$ cat src/rtl/cmd_bus_arbiter_pkg.sv
`default_nettype none
// +-----------------------------------------------------------------------+
// | cmd_bus_arbiter_pkg : shared types and constants for the command bus  |
// | Rev 1.0 - initial release                                             |
// +-----------------------------------------------------------------------+
package cmd_bus_arbiter_pkg;

    localparam int BUS_W = 4;

    localparam logic [BUS_W-1:0] ADDR_CHANNEL = 4'b0010;
    localparam logic [BUS_W-1:0] QUERY        = 4'b1111;

    typedef enum logic [1:0] {
        ST_IDLE    = 2'd0,
        ST_ISSUE   = 2'd1,
        ST_RELEASE = 2'd2,
        ST_GAP     = 2'd3
    } state_t;

endpackage
`default_nettype wire

$ cat src/rtl/cmd_bus_arbiter_if.sv
`default_nettype none
// +-----------------------------------------------------------------------+
// | cmd_bus_arbiter_if : 4-bit command bus between arbiter and processors |
// | Rev 1.0 - initial release                                             |
// +-----------------------------------------------------------------------+
interface cmd_bus_arbiter_if;
    import cmd_bus_arbiter_pkg::*;

    logic [BUS_W-1:0] address;
    logic [BUS_W-1:0] data;
    logic             valid;
    logic             ack;
    logic [BUS_W-1:0] data_in;
    logic             data_in_valid;

    modport master (
        output address, data, valid,
        input  ack, data_in, data_in_valid
    );

    modport slave (
        input  address, data, valid,
        output ack, data_in, data_in_valid
    );

endinterface
`default_nettype wire

$ cat src/rtl/cmd_bus_arbiter_rr_picker.sv
`default_nettype none
// +-----------------------------------------------------------------------+
// | cmd_bus_arbiter_rr_picker : round-robin search upward from i_ptr      |
// | Rev 1.0 - initial release                                             |
// +-----------------------------------------------------------------------+
module cmd_bus_arbiter_rr_picker #(
    parameter int N_REQ = 3,
    parameter int PTR_W = 2
) (
    input  wire logic [N_REQ-1:0] i_req,
    input  wire logic [PTR_W-1:0] i_ptr,
    output logic      [PTR_W-1:0] o_win,
    output logic                  o_any
);

    localparam logic [PTR_W:0] C_N = (PTR_W+1)'(N_REQ);

    logic [PTR_W:0] w_sum;

    // Scan from the farthest offset down so the closest requester to i_ptr wins.
    always_comb begin
        o_win = '0;
        o_any = 1'b0;
        w_sum = '0;
        for (int k = N_REQ - 1; k >= 0; k--) begin
            w_sum = {1'b0, i_ptr} + (PTR_W+1)'(k);
            if (w_sum >= C_N) begin
                w_sum = w_sum - C_N;
            end
            if (i_req[w_sum[PTR_W-1:0]]) begin
                o_win = w_sum[PTR_W-1:0];
                o_any = 1'b1;
            end
        end
    end

endmodule
`default_nettype wire

$ cat src/rtl/cmd_bus_arbiter.sv
`default_nettype none
// +-----------------------------------------------------------------------+
// | cmd_bus_arbiter : round-robin owner of the shared 4-bit command bus   |
// | Rev 1.0 - initial release                                             |
// +-----------------------------------------------------------------------+
module cmd_bus_arbiter
    import cmd_bus_arbiter_pkg::*;
#(
    parameter int N_REQ   = 3,
    parameter int TIMEOUT = 15
) (
    input  wire logic                   clk,
    input  wire logic                   rst,
    input  wire logic [N_REQ-1:0]       req,
    input  wire logic [BUS_W*N_REQ-1:0] req_addr,
    input  wire logic [BUS_W*N_REQ-1:0] req_data,
    output logic      [N_REQ-1:0]       done,
    output logic                        err,
    output logic      [BUS_W-1:0]       resp_data,
    output logic      [N_REQ-1:0]       resp_valid,
    cmd_bus_arbiter_if.master           bus
);

    localparam int               PTR_W     = (N_REQ > 1) ? $clog2(N_REQ) : 1;
    localparam logic [7:0]       C_TIMEOUT = 8'(TIMEOUT);
    localparam logic [PTR_W-1:0] C_LAST    = PTR_W'(N_REQ - 1);

    state_t           r_state;
    logic [PTR_W-1:0] r_ptr;
    logic [PTR_W-1:0] r_win;
    logic [7:0]       r_cnt;
    logic             r_valid;
    logic [BUS_W-1:0] r_addr;
    logic [BUS_W-1:0] r_data;
    logic [N_REQ-1:0] r_done;
    logic             r_err;
    logic [BUS_W-1:0] r_resp_data;
    logic [N_REQ-1:0] r_resp_valid;

    logic [PTR_W-1:0] w_win;
    logic             w_any;
    logic [BUS_W-1:0] w_req_addr [N_REQ];
    logic [BUS_W-1:0] w_req_data [N_REQ];

    for (genvar gi = 0; gi < N_REQ; gi++) begin : g_unpack
        assign w_req_addr[gi] = req_addr[gi*BUS_W +: BUS_W];
        assign w_req_data[gi] = req_data[gi*BUS_W +: BUS_W];
    end

    cmd_bus_arbiter_rr_picker #(
        .N_REQ (N_REQ),
        .PTR_W (PTR_W)
    ) u_picker (
        .i_req (req),
        .i_ptr (r_ptr),
        .o_win (w_win),
        .o_any (w_any)
    );

    always_ff @(posedge clk) begin
        if (!rst) begin
            r_state      <= ST_IDLE;
            r_ptr        <= '0;
            r_win        <= '0;
            r_cnt        <= '0;
            r_valid      <= 1'b0;
            r_addr       <= '0;
            r_data       <= '0;
            r_done       <= '0;
            r_err        <= 1'b0;
            r_resp_data  <= '0;
            r_resp_valid <= '0;
        end else begin
            r_done       <= '0;
            r_err        <= 1'b0;
            r_resp_valid <= '0;
            case (r_state)
                // GAP is the processor cooldown cycle; arbitration runs at its
                // end so a waiting requester is granted without an extra idle.
                ST_IDLE, ST_GAP: begin
                    if (w_any) begin
                        r_win   <= w_win;
                        r_addr  <= w_req_addr[w_win];
                        r_data  <= w_req_data[w_win];
                        r_cnt   <= '0;
                        r_valid <= 1'b1;
                        r_state <= ST_ISSUE;
                    end else begin
                        r_state <= ST_IDLE;
                    end
                end
                ST_ISSUE: begin
                    r_cnt <= r_cnt + 8'd1;
                    if (bus.ack) begin
                        if (bus.data_in_valid) begin
                            r_resp_data         <= bus.data_in;
                            r_resp_valid[r_win] <= 1'b1;
                        end
                        r_done[r_win] <= 1'b1;
                        r_valid       <= 1'b0;
                        r_state       <= ST_RELEASE;
                    end else if (r_cnt + 8'd1 == C_TIMEOUT) begin
                        r_err         <= 1'b1;
                        r_done[r_win] <= 1'b1;
                        r_valid       <= 1'b0;
                        r_state       <= ST_RELEASE;
                    end
                end
                ST_RELEASE: begin
                    r_ptr   <= (r_win == C_LAST) ? '0 : r_win + 1'b1;
                    r_state <= ST_GAP;
                end
                default: begin
                    r_state <= ST_IDLE;
                end
            endcase
        end
    end

    assign bus.valid   = r_valid;
    assign bus.address = r_addr;
    assign bus.data    = r_data;
    assign done        = r_done;
    assign err         = r_err;
    assign resp_data   = r_resp_data;
    assign resp_valid  = r_resp_valid;

endmodule
`default_nettype wire

$ cat src/flat_wrapper.sv
// flat-port wrapper written by rule: the top's interface ports become plain ports
module cmd_bus_arbiter_flat import cmd_bus_arbiter_pkg::*;
#(
    parameter int N_REQ   = 3,
    parameter int TIMEOUT = 15
)
  (clk, rst, req, req_addr, req_data, done, err, resp_data, resp_valid, bus_address, bus_data, bus_valid, bus_ack, bus_data_in, bus_data_in_valid);
  cmd_bus_arbiter_if bus_i ();
  input  wire logic clk;
  input  wire logic rst;
  input  wire logic [N_REQ-1:0] req;
  input  wire logic [BUS_W*N_REQ-1:0] req_addr;
  input  wire logic [BUS_W*N_REQ-1:0] req_data;
  output logic      [N_REQ-1:0] done;
  output logic err;
  output logic      [BUS_W-1:0] resp_data;
  output logic      [N_REQ-1:0] resp_valid;
  output wire logic [$bits(bus_i.address)-1:0] bus_address;
  output wire logic [$bits(bus_i.data)-1:0] bus_data;
  output wire logic [$bits(bus_i.valid)-1:0] bus_valid;
  input wire logic [$bits(bus_i.ack)-1:0] bus_ack;
  input wire logic [$bits(bus_i.data_in)-1:0] bus_data_in;
  input wire logic [$bits(bus_i.data_in_valid)-1:0] bus_data_in_valid;
  assign bus_address = bus_i.address;
  assign bus_data = bus_i.data;
  assign bus_valid = bus_i.valid;
  assign bus_i.ack = bus_ack;
  assign bus_i.data_in = bus_data_in;
  assign bus_i.data_in_valid = bus_data_in_valid;
  cmd_bus_arbiter #(.N_REQ(N_REQ), .TIMEOUT(TIMEOUT)) u_core (.clk(clk), .rst(rst), .req(req), .req_addr(req_addr), .req_data(req_data), .done(done), .err(err), .resp_data(resp_data), .resp_valid(resp_valid), .bus(bus_i));
endmodule
$ cat config.mk
export PLATFORM = sky130hd
export DESIGN_NAME = cmd_bus_arbiter_flat
export DESIGN_NICKNAME = d
export VERILOG_FILES = /design/src/rtl/cmd_bus_arbiter_pkg.sv /design/src/rtl/cmd_bus_arbiter_if.sv /design/src/rtl/cmd_bus_arbiter_rr_picker.sv /design/src/rtl/cmd_bus_arbiter.sv /design/src/flat_wrapper.sv
export SDC_FILE = /design/constraint.sdc
export NUM_CORES = 1
export LEC_CHECK = 0
export CORE_UTILIZATION = 42
export CTS_CLUSTER_DIAMETER = 80
export DETAILED_ROUTE_END_ITERATION = 6
export GPL_TIMING_DRIVEN = 0
export MAX_ROUTING_LAYER = met4
export PLACE_DENSITY = 0.79
export SKIP_CTS_REPAIR_TIMING = 1
export SLEW_MARGIN = 20
export SYNTH_ARGS = -nofsm -noshare
export SYNTH_HDL_FRONTEND = slang
export SYNTH_SLANG_ARGS = --single-unit
export TNS_END_PERCENT = 10
$ cat constraint.sdc
create_clock -name clk -period 2 [get_ports clk]
set_input_delay 0.4 -clock clk [delete_from_list [all_inputs] [get_ports clk]]
set_output_delay 0.4 -clock clk [all_outputs]
set_load 0.01 [all_outputs]
==> impl_metrics.tcl, run 1 <==
set metrics [dict create \
    highest_clock_frequency_the_design_can_meet_mhz 465 \
    slowest_stage "dfxtp_2" \
    maximum_count_of_clock_buffers_along_a_single_path 2 \
    clkSlewWorstSetupHoldPaths_ps 70 \
    tritoncts "done" \
    global_route_wire_length_before_repair_um 7250 \
    syn_nets 250 \
    timing.rr.start "u_core.r_ptr[0]$_SDFFE_PN0P_" \
    synthArstFlopShare_pct 0 \
    place_ws_ps -509 \
    ys_seq_elements 34 \
    cap_viol_max_count 0 \
    postSynth.topFlopCell "dfxtp_1" \
    buffer_ports.inserted 54 \
    synthesized_area_divided_by_synthesized_cell_count_um2 8.96 \
    fin_cells 328 \
    antenna_found_initial 0 \
    worst_setup_path_start_kind "register" \
    yosysSeqAreaShare_pct 36.5 \
    drc_errors 0 \
    drt-pass1-iter-count 4 \
    cts.sink_count 34 \
    avgViaCountPerCell 5.54 \
    hold_path_startpoint "u_core.r_state[0]$_SDFFE_PN0P_" \
    avgRoutedWirePerCell_um 14.6 \
    clkLatencyLatePin_ps 280 \
    cell_row_count 23 \
    finalWeightedCongestion 0.841 \
    crit_buf_inv 2 \
    number_of_global_route_vias_before_repair 1598 \
    share_of_final_layout_standard_cells_stronger_than_drive_strength_1_pct 20.9 \
    setup.worst_path.end_class "register" \
    starting_density_of_the_core_pct 45.3 \
    fillCellCount 330 \
    powerDensity_mw_per_mm2 1150 \
    h_tree_levels 2 \
    placed_cells_incl_taps 312 \
    startpoint "u_core.r_ptr[0]$_SDFFE_PN0P_" \
    dpl_cell_area_mm2 0.00253 \
    transition_at_the_pin_with_the_smallest_max_transition_slack_ps 486 \
    clock-skew-final_ps 8.80 \
    number_of_design_rule_violations_left_by_the_first_detailed_router_iteration 58 \
    antennaDiodeCount 0 \
    die-area_mm2 0.00471 \
    num_vias 1818 \
    leakagePower_nw 1.08 \
    slew_headroom_pct 67.6 \
    setup_viol_count_final 16 \
    final_hold_viol_count 0 \
    power_mw 3.30 \
    cp_max_fo 5 \
    fp.dieH_um 68.6 \
    failed_checks "setup timing" \
    core_area_mm2 0.00412 \
    fp.dieW_um 68.6 \
    layout.nets 319 \
    min-delay-path-class "register to register" \
    postLayoutSetupSlackWorst_ps -152 \
    crit_required_ps 2170 \
    timing.final.max_slew_violations 0 \
    worstPathCellList "inv_2 -> ha_2 -> and2b_1 -> o221ai_2 -> a22oi_4 -> buf_12 -> mux2_4 -> a221oi_2 -> nor2_1" \
    gr-usage-all-layers_pct 21.3 \
    overflow 0 \
    design_area_mm2 0.00286 \
    largest_net_degree_at_the_start_of_global_routing 11 \
    route.antenna.remaining_nets 0 \
    unrepaired_setup_endpoints_after_global_routing "yes" \
    final_min_period_over_clock_period_pct 108 \
    numCtsBuffers 5 \
    irDropWorstVdd_mv 0.780 \
    setup.worst_path.class "register to register" \
    result_of_the_run "finished, violations left" \
    place.detailed.hpwl_um 3160 \
    synth.cell_area_mm2 0.00186 \
    io_pins 55 \
    synth.lib_cells_used.distinct 49 \
    synthToLayoutAreaGrowth_pct 53.7 \
    post_syn_instances 208 \
    routed_wirelength_um 4800 \
    cp_data_arrival_time_ps 2320 \
    slowest_delay_ps 350 \
    ys_warnings 0 \
    fin_crit_ps 2150 \
    timing.hold.ws_ps 494 \
    ctsRootBufferMaster "clkbuf_8" \
    synth_edf_count 0 \
    cpLargestDelayFamily "compound AO/OA/AOI/OAI gates" \
]
## registers in the layout, indices dropped and copies added, names as in the netlist
name / cells
u_core.resp_data: 4
u_core.r_state: 2
u_core.r_win: 2
u_core.r_ptr: 2
u_core.err: 1
u_core.resp_valid: 3
u_core.done: 3
u_core.r_cnt: 8
u_core.bus.valid: 1
u_core.bus.data: 4
u_core.bus.address: 4
## worst reg2reg max path, delay by kind of cell (launching register included)
family	cells	cell delay, ps
multiplexers	1	300
buffers and inverters	2	220
flip-flops	1	350
AND/OR/NAND/NOR	2	320
adder cells (fa/ha/maj)	1	210
AO/OA/AOI/OAI	3	650
## cells in the mapped netlist (all sizes together) (2+ instances only)
cell type	number	area, um^2
o221ai	3	32.5
a21boi	2	15.0
nand2	20	75.1
and2	6	37.5
nand4	2	12.5
nand2b	3	21.3
nand3	3	15.0
mux2	4	45.0
xor2	3	26.3
nand3b	3	22.5
inv	9	33.8
clkbuf	4	15.0
nor2b	6	37.5
nor2	25	93.8
a21oi	3	15.0
nor3	3	15.0
nor4	3	18.8
a211oi	3	22.5
o221a	4	45.0
o211ai	2	15.0
a221o	4	40.0
a2bb2oi	2	17.5
buf	4	35.0
dfxtp	34	681
nor4b	2	30.0
o21ai	13	68.8
a221oi	5	50.0
ha	7	87.6
or2	3	18.8
mux2i	13	130
## kinds of logic after synthesis
kind of cell / after synthesis / synth area share (%)
muxes: 17 / 9.40
AOI/OAI and AO/OA: 46 / 20.0
DFF: 34 / 36.5
adders and majority gates: 7 / 4.70
buffers and inverters: 17 / 4.50
xor gates and xnor gates: 4 / 1.88
and+or+nand+nor: 83 / 23.0
## layer usage
layer	up-vias	wire length, um	GRT usage, %
met5	-	0	-
met4	0	73	7.55
met3	8	230	5.43
met2	64	2330	31.9
met1	861	2170	27.7
li1	885	-	-
## final timing paths
path                                                           end  slack [ps]  depth (start not counted)
worst max-delay path            u_core.bus.address[0]$_SDFFE_PN0P_        -150                          9
worst min-delay path                u_core.r_state[0]$_SDFFE_PN0P_         490                          2
worst max register to register  u_core.bus.address[0]$_SDFFE_PN0P_        -150                          9
worst min register to register      u_core.r_state[0]$_SDFFE_PN0P_         490                          2
## where the power goes
group | total (mW) | leakage (nW) | internal [mW] | switching, mW
registers | 0.917 | 0.278 | 0.820 | 0.0975
logic | 1.77 | 0.750 | 0.898 | 0.877
clock network | 0.604 | 0.0524 | 0.373 | 0.231
total | 3.30 | 1.08 | 2.09 | 1.21
## stage by stage
stage | util [%] | setup TNS [ps]
global placement | 61.4 | -7170
detailed placement | 61.4 | -7560
CTS | 64.0 | -2960
global route | 69.6 | -3100
finish | 69.6 | -1840
floorplan | - | -146
## area by class of cell
type                    count  area (um^2)  share of cell area (%)
flip-flops and latches     34          686                    23.9
clock inverters             1         30.0                    1.05
repair buffers             62          633                    22.1
clock buffers               7         76.3                    2.66
inverters                   9         33.8                    1.18
well taps                  50         62.6                    2.18
plain buffers               8         67.6                    2.36
multi-input cells         157         1270                    44.5
## cells in the final DEF (no fill, tap or decap), types with 2 or more instances in the layout
master,count
nand3_1,3
a21oi_1,3
buf_8,2
ha_1,3
nor3_1,3
nor2b_1,3
o21ai_0,6
a211oi_1,2
nand3b_1,3
o221a_1,4
nand2_2,2
o211ai_1,2
nand4_1,2
nor2_2,2
nand2_1,18
ha_2,2
a221o_1,4
a221oi_2,4
o21ai_2,2
clkbuf_8,5
a2bb2oi_1,2
dlymetal6s2s_1,2
clkdlybuf4s50_1,52
and2_1,5
buf_6,2
inv_1,8
ha_4,2
mux2_4,4
dfxtp_1,32
nor2_1,22
nand2b_1,2
mux2i_1,11
xor2_1,3
o21ai_1,5
nor2b_4,2
nor4b_2,2
buf_4,5
clkbuf_1,6
nor4_1,2
o221ai_2,2
Note: power is estimated with default switching activity, not from simulation.
==> run 2, diff against run 1 <==
--- a/config.mk
+++ b/config.mk
@@ -8,7 +8,6 @@
 export CORE_UTILIZATION = 42
 export CTS_CLUSTER_DIAMETER = 80
 export DETAILED_ROUTE_END_ITERATION = 6
-export GPL_TIMING_DRIVEN = 0
 export MAX_ROUTING_LAYER = met4
 export PLACE_DENSITY = 0.79
 export SKIP_CTS_REPAIR_TIMING = 1
==> run 2 against run 1 <==
Net effect: the run still ends with setup timing left; utilization is 0.18 points higher; via count is 0.61% lower; sequential power is 0.5% higher; largest power group unchanged.
==> impl_metrics.tcl, run 2 (same netlist as run 1, synthesis figures left out) <==
set metrics [dict create \
    ctsRootBufferMaster "clkbuf_8" \
    clkSlewWorstSetupHoldPaths_ps 70 \
    placed_cells_incl_taps 326 \
    global_route_wire_length_before_repair_um 7420 \
    gr-usage-all-layers_pct 21.8 \
    most_common_cell_after_layout_fill_and_taps_aside "clkdlybuf4s50_1" \
    fillCellCount 323 \
    cell_row_count 23 \
    largest_net_degree_at_the_start_of_global_routing 14 \
    buffer_ports.inserted 54 \
    overflow 0 \
    maximum_count_of_clock_buffers_along_a_single_path 2 \
    final_min_period_over_clock_period_pct 108 \
    transition_at_the_pin_with_the_smallest_max_transition_slack_ps 451 \
    worst_hold_path.num_cells 2 \
    route.antenna.remaining_nets 0 \
    drt-pass1-iter-count 4 \
    result_of_the_run "finished, violations left" \
    slew_headroom_pct 70.0 \
    failed_checks "setup timing" \
    cp_data_arrival_time_ps 2330 \
    die-area_mm2 0.00471 \
    antenna_found_initial 0 \
    starting_density_of_the_core_pct 45.3 \
    cap_viol_max_count 0 \
    finalWeightedCongestion 0.838 \
    fin_cells 337 \
    unrepaired_setup_endpoints_after_global_routing "yes" \
    avgViaCountPerCell 5.36 \
    number_of_global_route_vias_before_repair 1710 \
    fp.dieW_um 68.6 \
    timing.reg2reg.setup_slack_ps -150 \
    h_tree_levels 2 \
    core_area_mm2 0.00412 \
    numCtsBuffers 5 \
    leakagePower_nw 1.11 \
    setup.worst_path.class "register to register" \
    wl_met2_um 2270 \
    num_vias 1807 \
    setup.worst_path.end_class "register" \
    io_pins 55 \
    wl_met1_um 2170 \
    drc_errors 0 \
    dpl_cell_area_mm2 0.00265 \
    final_hold_viol_count 0 \
    max_ffs_per_register 8 \
    met3_wl_um 158 \
    tns_ps -1310 \
    synthToLayoutAreaGrowth_pct 54.1 \
    regMostFlops "u_core.r_cnt" \
    fp.dieH_um 68.6 \
    worst_setup_path_start_kind "register" \
    antennaDiodeCount 0 \
    postLayoutSetupSlackWorst_ps -155 \
    min-delay-path-class "register to register" \
    layout.nets 328 \
    reg2reg_depth 9 \
    cts.sink_count 34 \
    number_of_design_rule_violations_left_by_the_first_detailed_router_iteration 50 \
    irDropWorstVdd_mv 0.689 \
    share_of_final_layout_standard_cells_stronger_than_drive_strength_1_pct 22.6 \
    timing.hold.ws_ps 496 \
    timing.final.max_slew_violations 0 \
    cp_max_fo 7 \
    mostFrequentLayoutCells "53 x clkdlybuf4s50_1, 32 x dfxtp_1, 24 x nor2_1" \
    crit_required_ps 2180 \
    clock-skew-final_ps 5.11 \
    place.detailed.hpwl_um 3300 \
    powerDensity_mw_per_mm2 1150 \
    design_area_mm2 0.00287 \
    setup_viol_count_final 15 \
    fin_crit_ps 2150 \
    clkLatencyLatePin_ps 280 \
    avgRoutedWirePerCell_um 13.8 \
    top_layer "met4" \
    tritoncts "done" \
    highest_clock_frequency_the_design_can_meet_mhz 464 \
    routed_wirelength_um 4650 \
]
-- run 2: cell count changes in the layout (fill, tap and decap cells not counted), sizes merged --
cell,before,now
buf,11,25
clkbuf,12,5
clkdlybuf4s50,52,53
clkinv,0,2
dlymetal6s2s,2,1
-- run 2: critical path, cell delays in order, from the launching register on --
cell and delay, ps:
dfxtp_4 370, inv_4 40, ha_4 250, buf_6 130
o21ai_1 160, a21oi_1 100, o211ai_1 380, nand2_2 190
buf_4 190, o221a_1 230
-- run 2: per-layer routing --
| metal | global-route usage (%) | vias up |
|---|---|---|
| met3 | 4.93 | 6 |
| met4 | 5.99 | 0 |
| met5 | - | - |
| met2 | 36.0 | 55 |
| met1 | 26.4 | 833 |
| li1 | - | 913 |
-- run 2: stage by stage --
step	setup WS (ps)	power, mW	utilization [%]
final	-155	3.31	69.8
after global routing	-266	3.53	69.8
after CTS	-189	3.15	67.0
after detailed placement	-394	2.52	64.4
after floorplan	-43.4	1.90	-
after global placement	-364	2.50	64.4
-- run 2: power by group --
group	total [mW]	switching, mW	internal, mW
Combinational	1.78	0.849	0.928
Clock	0.609	0.243	0.366
Sequential	0.922	0.0998	0.822
-- run 2: path summary, 6_finish.rpt --
| check | from | to |
|---|---|---|
| max | u_core.r_ptr[0]$_SDFFE_PN0P_ | u_core.bus.valid$_SDFFE_PN0P_ |
| min | u_core.r_state[1]$_SDFFE_PN0P_ | u_core.r_state[1]$_SDFFE_PN0P_ |
| max reg2reg | u_core.r_ptr[0]$_SDFFE_PN0P_ | u_core.bus.valid$_SDFFE_PN0P_ |
| min reg2reg | u_core.r_state[1]$_SDFFE_PN0P_ | u_core.r_state[1]$_SDFFE_PN0P_ |
-- run 2: layout make-up --
class | instances | area [um^2] | area share [%]
multi-input combinational | 157 | 1220 | 42.7
timing repair buffer | 79 | 751 | 26.1
sequential | 34 | 688 | 24.0
clock buffer | 5 | 68.8 | 2.40
tap | 50 | 62.6 | 2.18
clock inverter | 3 | 40.0 | 1.39
inverter | 9 | 36.3 | 1.26
